===== src/rtl/uart_host_sequencer_if.sv =====
// rtl/uart_host_sequencer_if.sv - host command/response handshake bundle for uart_host_sequencer
interface uart_host_sequencer_if;
  logic       cmd_valid;
  logic       cmd_ready;
  logic [1:0] cmd_op;
  logic [7:0] cmd_data;
  logic       rsp_valid;
  logic       rsp_ready;
  logic [7:0] rsp_data;

  modport master (
    output cmd_valid, cmd_op, cmd_data, rsp_ready,
    input  cmd_ready, rsp_valid, rsp_data
  );

  modport slave (
    input  cmd_valid, cmd_op, cmd_data, rsp_ready,
    output cmd_ready, rsp_valid, rsp_data
  );
endinterface


===== src/rtl/uart_host_sequencer.sv =====
// rtl/uart_host_sequencer.sv - turns host byte commands into single-cycle UART control pulses
module uart_host_sequencer #(
  parameter logic [1:0] DEFAULT_RATE_SEL = 2'b00
) (
  input  logic                        clk,
  input  logic                        syncReset,
  uart_host_sequencer_if.slave        host,
  output logic [3:0]                  uart_control,
  output logic [7:0]                  uart_tx_data,
  input  logic [7:0]                  uart_rx_data,
  input  logic                        uart_rts,
  input  logic                        uart_err,
  output logic                        rx_full,
  output logic                        err
);

  localparam logic [1:0] OP_SET_RATE = 2'b00;
  localparam logic [1:0] OP_WRITE    = 2'b01;
  localparam logic [1:0] OP_READ     = 2'b10;

  typedef enum logic [1:0] {IDLE, PULSE, GAP, RESP} state_t;

  state_t     state;
  state_t     nextState;
  logic [1:0] opReg;
  logic [1:0] rateReg;
  logic [7:0] txData;
  logic [7:0] rspData;
  logic       rspValid;
  logic       rxFull;
  logic       errReg;
  logic       cmdReady;
  logic [1:0] pulseCode;
  logic       cmdFire;

  assign cmdFire = host.cmd_valid && cmdReady;

  always_ff @(posedge clk) begin
    if (syncReset) state <= IDLE;
    else           state <= nextState;
  end

  always_comb begin
    nextState = state;
    case (state)
      IDLE:    if (cmdFire && host.cmd_op != OP_SET_RATE) nextState = PULSE;
      PULSE:   nextState = GAP;
      GAP:     nextState = (opReg == OP_READ) ? RESP : IDLE;
      RESP:    if (host.rsp_ready) nextState = IDLE;
      default: nextState = IDLE;
    endcase
  end

  // The pulse code is decoded from state so it can never span two cycles.
  always_comb begin
    cmdReady  = (state == IDLE);
    pulseCode = 2'b00;
    if (state == PULSE) pulseCode = opReg;
  end

  always_ff @(posedge clk) begin
    if (syncReset) begin
      opReg    <= 2'b00;
      rateReg  <= DEFAULT_RATE_SEL;
      txData   <= 8'h00;
      rspData  <= 8'h00;
      rspValid <= 1'b0;
      rxFull   <= 1'b0;
      errReg   <= 1'b0;
    end else begin
      rxFull <= uart_rts;
      errReg <= uart_err;
      case (state)
        IDLE: begin
          if (cmdFire) begin
            if (host.cmd_op == OP_SET_RATE) begin
              rateReg <= host.cmd_data[1:0];
            end else begin
              opReg  <= host.cmd_op;
              txData <= (host.cmd_op == OP_WRITE) ? host.cmd_data : 8'h00;
            end
          end
        end
        // tx byte is held through GAP because the UART loads its FIFO then.
        GAP: begin
          txData <= 8'h00;
          if (opReg == OP_READ) begin
            rspData  <= uart_rx_data;
            rspValid <= 1'b1;
          end
        end
        RESP: begin
          if (host.rsp_ready) rspValid <= 1'b0;
        end
        default: ;
      endcase
    end
  end

  assign host.cmd_ready = cmdReady;
  assign host.rsp_valid = rspValid;
  assign host.rsp_data  = rspData;
  assign uart_control   = {pulseCode, rateReg};
  assign uart_tx_data   = txData;
  assign rx_full        = rxFull;
  assign err            = errReg;

endmodule


===== src/flat_wrapper.sv =====
// flat-port wrapper written by rule: the top's interface ports become plain ports
module uart_host_sequencer_flat 
#(
  parameter logic [1:0] DEFAULT_RATE_SEL = 2'b00
)
  (clk, syncReset, uart_control, uart_tx_data, uart_rx_data, uart_rts, uart_err, rx_full, err, host_cmd_valid, host_cmd_op, host_cmd_data, host_rsp_ready, host_cmd_ready, host_rsp_valid, host_rsp_data);
  uart_host_sequencer_if host_i ();
  input  logic clk;
  input  logic syncReset;
  output logic [3:0] uart_control;
  output logic [7:0] uart_tx_data;
  input  logic [7:0] uart_rx_data;
  input  logic uart_rts;
  input  logic uart_err;
  output logic rx_full;
  output logic err;
  input wire logic [$bits(host_i.cmd_valid)-1:0] host_cmd_valid;
  input wire logic [$bits(host_i.cmd_op)-1:0] host_cmd_op;
  input wire logic [$bits(host_i.cmd_data)-1:0] host_cmd_data;
  input wire logic [$bits(host_i.rsp_ready)-1:0] host_rsp_ready;
  output wire logic [$bits(host_i.cmd_ready)-1:0] host_cmd_ready;
  output wire logic [$bits(host_i.rsp_valid)-1:0] host_rsp_valid;
  output wire logic [$bits(host_i.rsp_data)-1:0] host_rsp_data;
  assign host_i.cmd_valid = host_cmd_valid;
  assign host_i.cmd_op = host_cmd_op;
  assign host_i.cmd_data = host_cmd_data;
  assign host_i.rsp_ready = host_rsp_ready;
  assign host_cmd_ready = host_i.cmd_ready;
  assign host_rsp_valid = host_i.rsp_valid;
  assign host_rsp_data = host_i.rsp_data;
  uart_host_sequencer #(.DEFAULT_RATE_SEL(DEFAULT_RATE_SEL)) u_core (.clk(clk), .syncReset(syncReset), .host(host_i), .uart_control(uart_control), .uart_tx_data(uart_tx_data), .uart_rx_data(uart_rx_data), .uart_rts(uart_rts), .uart_err(uart_err), .rx_full(rx_full), .err(err));
endmodule

===== config.mk =====
export PLATFORM = sky130hd
export DESIGN_NAME = uart_host_sequencer_flat
export DESIGN_NICKNAME = d
export VERILOG_FILES = /design/src/rtl/uart_host_sequencer_if.sv /design/src/rtl/uart_host_sequencer.sv /design/src/flat_wrapper.sv
export SDC_FILE = /design/constraint.sdc
export NUM_CORES = 1
export LEC_CHECK = 0
export CELL_PAD_IN_SITES_DETAIL_PLACEMENT = 2
export CELL_PAD_IN_SITES_GLOBAL_PLACEMENT = 2
export CORE_MARGIN = 4
export CORE_UTILIZATION = 22
export DETAILED_ROUTE_END_ITERATION = 6
export PLACE_DENSITY_LB_ADDON = 0.1
export SLEW_MARGIN = 20
export SYNTH_ARGS = -nofsm -noshare
export SYNTH_HDL_FRONTEND = slang
export SYNTH_SLANG_ARGS = --single-unit

===== constraint.sdc =====
create_clock -name clk -period 1.3 [get_ports clk]
set_clock_uncertainty 0.05 [all_clocks]
set_input_delay 0.195 -clock clk [delete_from_list [all_inputs] [get_ports clk]]
set_output_delay 0.195 -clock clk [all_outputs]
set_load 0.01 [all_outputs]

==> flow_summary.json, run 1 <==
{
  "status": "finished, final reports clean",
  "cp-startpoint": "host_cmd_op[0]",
  "setup_ws_ns": 0.0292,
  "ys_ff_latch": 25,
  "hold_viol_final": 0,
  "dp.cells": 215,
  "io_pins": 48,
  "antenna_found_initial": 0,
  "drt-total-wl_microns": 3440,
  "insertedDiodeCount": 0,
  "numClockSinks": 25,
  "htree_levels": 1,
  "power_frac_seq": 0.526,
  "setup_tns_ns": 0,
  "swShare": 0.236,
  "path_delay_family": "buffers and inverters",
  "cts_tree": "yes",
  "path_max_fanout": 4,
  "synth_seq_area_share": 0.486,
  "cts_buffers": 3,
  "maxCapViolCount": 0,
  "initial_core_util": 0.232,
  "most-common-layout-cells": "27 x nand2_1, 23 x dfxtp_1, 22 x clkdlybuf4s50_1, 22 x dlygate4sd2_1, 12 x a21oi_1",
  "drive_above_1_share": 0.196,
  "setup_viol": 0,
  "cts.path.max_buffers": 2,
  "hold_class": "reg -> reg",
  "overflow": 0,
  "synth_nets": 133,
  "crit_chain": "clkdlybuf4s50_1 -> nor2_2 -> o311a_4 -> a22o_1",
  "path_clk_slew_ns": 0.08,
  "critPathRequiredTime_ns": 1.41,
  "instances_no_fill": 220,
  "drc": 0,
  "slew_headroom": 0.769,
  "gp_congestion": 0.648,
  "die_h_microns": 76.4,
  "fp-row-count": 24,
  "nets": 193,
  "dp_slack_ns": -0.249,
  "ys_types": 24,
  "crit_slowest_cell": "clkdlybuf4s50_1",
  "hold_slack_ns": 0.406,
  "total_power_w": 0.00152,
  "drt_iter0_markers": 63,
  "yosys_warnings": 0,
  "cp-end-kind": "register",
  "hpwl_microns": 2700,
  "die_x_microns": 76.4,
  "syn_inst": 109,
  "min-delay-start": "u_core.host.rsp_data[3]",
  "period_minus_slack_ns": 1.27,
  "p_sw_w": 0.000360,
  "cts_root_buf": "clkbuf_8",
  "grt_pass1_vias": 1072,
  "syn-cell-area_sq_mm": 0.00103,
  "p_per_area_mw_per_mm2": 899,
  "max_freq_mhz": 787,
  "crit_path_start_kind": "input port",
  "crit_buf_inv": 1,
  "arrival_ns": 1.38,
  "first_pass_iters": 4,
  "grt_usage": 0.116,
  "timing.rr.start": "u_core.state[0]",
  "fin_crit_sh": 0.978,
  "critical-path-max-stage-delay_ns": 0.56,
  "dr_total_vias": 1007,
  "grt_max_degree": 14,
  "syn_to_final_growth_pct": 64.4,
  "clk_latency_ns": 0.26,
  "p_leak_nw": 0.735,
  "internal_power_w": 0.00116,
  "drv_slew": 0,
  "worstSetupPathType": "in -> reg",
  "viasPerCell": 4.58,
  "fillCellCount": 503,
  "die_area_sq_mm": 0.00584,
  "combPwrFrac": 0.175,
  "grt_pass1_wl_microns": 5470,
  "mostFrequentLayoutCell": "nand2_1",
  "routedWlPerCell_microns": 15.6,
  "ant_nets": 0,
  "port_buffers": 47,
  "synth_area_per_cell_sq_um": 9.45,
  "coreArea_sq_mm": 0.00444,
  "clock_power_share": 0.299,
  "ir_worst_vdd_mv": 0.408,
  "tightestPinTransition_ns": 0.347
}
## power by group through the flow
stage	Combinational [W]	Clock (W)	Sequential, W
final	0.000267	0.000454	0.000800
after global routing	0.000290	0.000523	0.000804
after CTS	0.000258	0.000475	0.000800
after detailed placement	0.000260	0	0.000818
after global placement	0.000253	0	0.000817
after floorplan	0.0000974	0	0.000823
## synth_stat cells
library cell,number,area share
and4bb_2,1,0.012
nor2_1,4,0.015
nand3_1,3,0.015
dfxtp_1,25,0.49
nand2b_1,1,0.0061
buf_2,2,0.0097
or2_2,1,0.0061
inv_1,4,0.015
clkbuf_1,1,0.0036
o31ai_4,1,0.021
nand2_1,27,0.098
o21ai_0,1,0.0049
nor3b_2,2,0.024
o32ai_1,2,0.017
nand4bb_1,3,0.033
mux2i_1,4,0.039
nor2b_1,3,0.018
o311a_4,1,0.021
and2_2,1,0.0073
a21oi_1,12,0.058
and3b_1,2,0.017
a22o_1,4,0.034
buf_6,3,0.033
o21a_1,1,0.0073
## logic make-up after synthesis
| family | share of synthesized area |
|---|---|
| muxes | 0.0389 |
| and+or+nand+nor | 0.252 |
| AOI/OAI and AO/OA | 0.163 |
| DFF | 0.486 |
| buffers and inverters | 0.0607 |
## through the flow
stage / util / cell area (sq um)
final: 0.381 / 1690
after global routing: 0.381 / 1690
after CTS: 0.373 / 1660
after detailed placement: 0.363 / 1620
after global placement: 0.363 / 1620
after floorplan: - / 1030
## layout make-up
cell class | count | area (sq um) | area share
Tap cell | 52 | 65.1 | 0.0384
Clock buffer | 4 | 45.0 | 0.0266
Inverter | 4 | 15.0 | 0.00887
Sequential cell | 25 | 505 | 0.299
Timing Repair Buffer | 60 | 537 | 0.317
Multi-Input combinational cell | 75 | 526 | 0.310
## per-layer routing
metal,part of all wire,global-route usage
met1,0.43,0.147
met2,0.52,0.191
met3,0.047,0.0426
met4,0.0055,0.0217
met5,0,0
## final timing paths
path	endpoint	slack, ns	cells past startpoint
setup reg to reg	u_core.uart_tx_data[5]	0.05	3
setup / recovery	u_core.uart_tx_data[5]	0.03	4
hold / removal	u_core.host.rsp_data[3]	0.41	2
hold reg to reg	u_core.host.rsp_data[3]	0.41	2
## state kept, by name, summed over array words and instances (netlist names)
register and cells:
u_core.opReg 2, u_core.uart_tx_data 8, u_core.rx_full 1, u_core.rateReg 2, u_core.host.rsp_data 8, u_core.state 2, u_core.host.rsp_valid 1, u_core.err 1
## worst reg2reg max path, delay by kind of cell (launching register included)
family                 cells  cell delay (ns)
flip-flops                 1             0.37
buffers and inverters      1             0.15
AO/OA/AOI/OAI              2             0.58
## what timing repair did
item,CTS,global route
cloned,0,1
buffers inserted,0,0
gates resized for setup,37,10
pin swaps,0,1
endpoints found under the setup margin,41,11
hold buffers,0,0
(Power assumes the default switching activity.)
==> inputs of run 2 (changes only) <==
Settings changed: CELL_PAD_IN_SITES_DETAIL_PLACEMENT 2 to 1, RECOVER_POWER set to 50.
==> run 2 against run 1 <==
Via count shrank 2.9%. Utilization increased by 0.085 points. Count of clock-buffer cells in the layout unchanged. Register-to-register slack about the same. Wire length shrank 7.2%. Critical path depth unchanged. Maximum frequency increased by 0.83%. Sequential share of layout area shrank 0.066 points. Die area unchanged. First-iteration DRC count down 78%. Final cell count unchanged. Cell area up 0.22%. Critical endpoint unchanged. Highest routed layer unchanged.
==> flow_summary.json, run 2 (synthesis gave the netlist of run 1 again) <==
{
  "status": "finished, final reports clean",
  "maxCapViolCount": 0,
  "p_per_area_mw_per_mm2": 896,
  "r2r_slack_ns": 0.06,
  "cts.path.max_buffers": 2,
  "multi_input_area_sq_um": 526,
  "overflow": 0,
  "worstSetupPathType": "in -> reg",
  "port_buffers": 47,
  "p_leak_nw": 0.742,
  "nets": 193,
  "initial_core_util": 0.232,
  "p_sw_w": 0.000359,
  "die_x_microns": 76.4,
  "crit_chain": "dlygate4sd3_1 -> nor3b_2 -> and2_2 -> a22o_1",
  "antenna_found_initial": 0,
  "drc": 0,
  "grt_max_degree": 14,
  "grt_pass1_vias": 1022,
  "ant_nets": 0,
  "htree_levels": 1,
  "min_path_cells": 4,
  "power_frac_seq": 0.526,
  "most-common-layout-cells": "27 x nand2_1, 23 x dfxtp_1, 22 x dlygate4sd2_1",
  "die_area_sq_mm": 0.00584,
  "cp-end-kind": "register",
  "instances_no_fill": 220,
  "mostFrequentLayoutCell": "nand2_1",
  "dp.cells": 215,
  "ir_worst_vdd_mv": 0.356,
  "syn_to_final_growth_pct": 64.8,
  "hold_viol_final": 0,
  "swShare": 0.236,
  "setup_ws_ns": 0.0397,
  "cts_root_buf": "clkbuf_8",
  "routedWlPerCell_microns": 14.5,
  "hpwl_microns": 2500,
  "finalInstanceArea_sq_mm": 0.00170,
  "critPathRequiredTime_ns": 1.41,
  "hold_end": "u_core.opReg[0]",
  "fin_crit_sh": 0.969,
  "drt_iter0_markers": 14,
  "r2r_cells": 3,
  "internal_power_w": 0.00116,
  "crit_buf_inv": 1,
  "tightestPinTransition_ns": 0.325,
  "setup_viol": 0,
  "crit_slowest_cell": "dlygate4sd3_1",
  "combPwrFrac": 0.174,
  "period_minus_slack_ns": 1.26,
  "postCtsHoldBufs": 0,
  "fillCellCount": 524,
  "hold_slack_ns": 0.371,
  "first_pass_iters": 4,
  "numClockSinks": 25,
  "dp_slack_ns": -0.246,
  "path_delay_family": "buffers and inverters",
  "drive_above_1_share": 0.190,
  "hold_class": "in -> reg",
  "die_h_microns": 76.4,
  "grt_usage": 0.104,
  "final_util": 0.382,
  "insertedDiodeCount": 0,
  "slew_headroom": 0.784,
  "crit_path_start_kind": "input port",
  "viasPerCell": 4.45,
  "drt-total-wl_microns": 3190,
  "clock_power_share": 0.301,
  "rr_endpoint": "u_core.uart_tx_data[5]",
  "path_max_fanout": 4,
  "cts_buffers": 3,
  "clk_latency_ns": 0.26,
  "path_clk_slew_ns": 0.08,
  "dpl-instance-area_sq_mm": 0.00162,
  "drv_slew": 0,
  "io_pins": 48,
  "fp-row-count": 24,
  "grt_pass1_wl_microns": 4960,
  "max_freq_mhz": 793,
  "timing.rr.start": "u_core.state[0]",
  "critical-path-max-stage-delay_ns": 0.63,
  "gp_congestion": 0.648,
  "min-delay-start": "host_cmd_op[0]",
  "arrival_ns": 1.37,
  "cts_tree": "yes",
  "regArea_sq_um": 505,
  "coreArea_sq_mm": 0.00444,
  "dr_total_vias": 978
}
==> run 2: changes by cell type in the layout (fill, tap and decap cells not counted) <==
cell             change
buf_2                -1
buf_4                +1
buf_6                -1
clkdlybuf4s15_1      +1
clkdlybuf4s50_1      -2
dlygate4sd3_1        +1
dlymetal6s2s_1       +1
==> run 2: worst max path at each step <==
stage,from,to,depth (start not counted)
3_5_place_dp,host_cmd_valid,u_core.uart_tx_data[5],4
3_3_place_gp,host_cmd_valid,u_core.uart_tx_data[7],4
2_1_floorplan,u_core.state[0],u_core.uart_tx_data[2],3
4_1_cts,u_core.state[1],uart_control[2],2
6_report,syncReset,u_core.uart_tx_data[5],4
5_1_grt,u_core.state[0],u_core.host.rsp_data[3],5
==> run 2: power groups by stage <==
stage          Clock, W  Combinational [W]  Sequential, W
4_1_cts        0.000475           0.000255       0.000800
6_report       0.000457           0.000264       0.000799
2_1_floorplan         0          0.0000974       0.000823
3_5_place_dp          0           0.000257       0.000818
5_1_grt        0.000514           0.000286       0.000803
3_3_place_gp          0           0.000253       0.000817
==> run 2: repair_timing <==
action | in CTS | in global routing
cloned | 0 | 1
buffers inserted | 0 | 0
endpoints found under the setup margin | 41 | 14
gates resized for setup | 35 | 10
pin swaps | 0 | 1
==> run 2: cell type report <==
cell class                      instances  share of cell area
Clock buffer                            4              0.0265
Inverter                                4             0.00885
Multi-Input combinational cell         75               0.310
Sequential cell                        25               0.298
Tap cell                               52              0.0383
Timing Repair Buffer                   60               0.319
==> run 2: routing by layer <==
layer	vias up	part of all wire	track usage
met5	-	0	0
met4	0	0.0072	0.0326
met3	2	0.045	0.0307
met2	20	0.49	0.173
met1	464	0.46	0.130
li1	492	-	-
==> run 2: per-stage QoR <==
| step | power (W) | setup TNS [ns] |
|---|---|---|
| after CTS | 0.00153 | 0 |
| after floorplan | 0.000921 | 0 |
| after global routing | 0.00160 | -0.00177 |
| after global placement | 0.00107 | -2.14 |
| final | 0.00152 | 0 |
| after detailed placement | 0.00108 | -2.61 |
==> run 2: worst register-to-register path: stages, from the launching register on <==
cell and delay, ns:
dfxtp_4 0.37, buf_6 0.15, o311a_4 0.40, a22o_1 0.18
==> inputs of run 3 (changes only) <==
Settings changed: RECOVER_POWER 50 to unset.
==> run 3 against run 2 <==
Highest routed layer unchanged. Critical endpoint unchanged. Sequential share of layout area unchanged. Count of clock-buffer cells in the layout is the same. Critical path depth increased by 1. Setup slack gained 0.015 ns. Final cell count is the same. Register-to-register slack is essentially flat. First-iteration DRC count decreased by 7.1%. Sequential power barely moved. Wire length is essentially flat. Utilization is the same. Cell area did not move. Clock power is essentially flat.
==> flow_summary.json, run 3 (synthesis gave the netlist of run 1 again) <==
{
  "fillCellCount": 524,
  "p_per_area_mw_per_mm2": 896,
  "fin_crit_sh": 0.958,
  "min-delay-start": "host_cmd_op[0]",
  "timing.rr.start": "u_core.state[0]",
  "tightestPinTransition_ns": 0.325,
  "ir_worst_vdd_mv": 0.356,
  "overflow": 0,
  "clk_latency_ns": 0.26,
  "hold_end": "u_core.opReg[0]",
  "insertedDiodeCount": 0,
  "ant_nets": 0,
  "nets": 193,
  "period_minus_slack_ns": 1.25,
  "regArea_sq_um": 505,
  "r2r_cells": 3,
  "crit_path_start_kind": "input port",
  "crit_chain": "clkdlybuf4s50_1 -> buf_4 -> nor3b_2 -> and2_2 -> a22o_1",
  "coreArea_sq_mm": 0.00444,
  "numClockSinks": 25,
  "cts_buffers": 3,
  "routedWlPerCell_microns": 14.5,
  "cts_root_buf": "clkbuf_8",
  "port_buffers": 47,
  "gp_congestion": 0.648,
  "die_area_sq_mm": 0.00584,
  "first_pass_iters": 4,
  "path_delay_family": "buffers and inverters",
  "status": "finished, final reports clean",
  "postCtsHoldBufs": 0,
  "drt_iter0_markers": 13,
  "drc": 0,
  "worstSetupPathType": "in -> reg",
  "grt_max_degree": 14,
  "slew_headroom": 0.784,
  "path_max_fanout": 4,
  "fp-row-count": 24,
  "hold_viol_final": 0,
  "cts.path.max_buffers": 2,
  "htree_levels": 1,
  "crit_slowest_cell": "clkdlybuf4s50_1",
  "p_leak_nw": 0.742,
  "critical-path-max-stage-delay_ns": 0.52,
  "grt_pass1_vias": 1022,
  "viasPerCell": 4.45,
  "die_x_microns": 76.4,
  "initial_core_util": 0.232,
  "critPathRequiredTime_ns": 1.41,
  "most-common-layout-cells": "27 x nand2_1, 23 x dfxtp_1, 22 x dlygate4sd2_1",
  "setup_ws_ns": 0.0542,
  "grt_pass1_wl_microns": 4960,
  "finalInstanceArea_sq_mm": 0.00170,
  "antenna_found_initial": 0,
  "dpl-instance-area_sq_mm": 0.00162,
  "drv_slew": 0,
  "drive_above_1_share": 0.190,
  "setup_viol": 0,
  "syn_to_final_growth_pct": 64.8,
  "rr_endpoint": "u_core.uart_tx_data[5]",
  "cts_tree": "yes",
  "io_pins": 48,
  "hpwl_microns": 2500,
  "mostFrequentLayoutCell": "nand2_1",
  "crit_buf_inv": 2,
  "r2r_slack_ns": 0.06,
  "grt_usage": 0.104,
  "cts_setup_buffers": 0,
  "max_freq_mhz": 803,
  "cp-end-kind": "register",
  "dr_total_vias": 978,
  "dp_slack_ns": -0.246,
  "drt-total-wl_microns": 3190,
  "hold_class": "in -> reg",
  "die_h_microns": 76.4,
  "multi_input_area_sq_um": 526,
  "path_clk_slew_ns": 0.08,
  "maxCapViolCount": 0,
  "min_path_cells": 4,
  "arrival_ns": 1.35
}
[run 3: worst reg2reg max path, stage by stage, from the launching register on]
cell	delay, ns
dfxtp_4	0.37
buf_6	0.15
o311a_4	0.40
a22o_1	0.18
[run 3: worst max path at each step]
| stage | start | slack, ns | to | cells past startpoint |
|---|---|---|---|---|
| final | host_cmd_op[1] | 0.05 | u_core.uart_tx_data[5] | 5 |
| after global routing | u_core.state[0] | -0.002 | u_core.host.rsp_data[3] | 5 |
| after CTS | u_core.state[1] | 0.006 | uart_control[2] | 2 |
| after detailed placement | host_cmd_valid | -0.25 | u_core.uart_tx_data[5] | 4 |
| after global placement | host_cmd_valid | -0.22 | u_core.uart_tx_data[7] | 4 |
| after floorplan | u_core.state[0] | 0.14 | u_core.uart_tx_data[2] | 3 |
[run 3: cell type report]
cell class                      instances  share of cell area
Multi-Input combinational cell         75               0.310
Clock buffer                            4              0.0265
Sequential cell                        25               0.298
Inverter                                4             0.00885
Tap cell                               52              0.0383
Timing Repair Buffer                   60               0.319
[run 3: repair_timing]
| item | 4_1_cts | 5_1_grt |
|---|---|---|
| pin swaps | 0 | 1 |
| endpoints found under the setup margin | 41 | 14 |
| gates resized for setup | 35 | 10 |
| gates cloned | 0 | 1 |
[run 3: metrics by stage]
stage                      util  std cells   TNS, ns  hold WS, ns  power [W]
after CTS                 0.374        219         0        0.413    0.00153
after global placement    0.363        215     -2.14        0.392    0.00107
after global routing      0.382        220  -0.00177        0.404    0.00160
final                     0.382        220         0        0.371    0.00152
after floorplan               -        109         0        0.273   0.000921
after detailed placement  0.363        215     -2.61        0.403    0.00108
[run 3: power breakdown]
| part | switching, W | internal, W |
|---|---|---|
| Sequential | 0.0000125 | 0.000787 |
| Clock | 0.000238 | 0.000219 |
| Combinational | 0.000108 | 0.000157 |
| Total | 0.000359 | 0.00116 |
[run 3: metal layers]
metal	up-vias	global-route usage	wire length [microns]
li1	492	-	-
met1	464	0.130	1460
met2	20	0.173	1570
met3	2	0.0307	145
met4	0	0.0326	23
met5	-	0	0
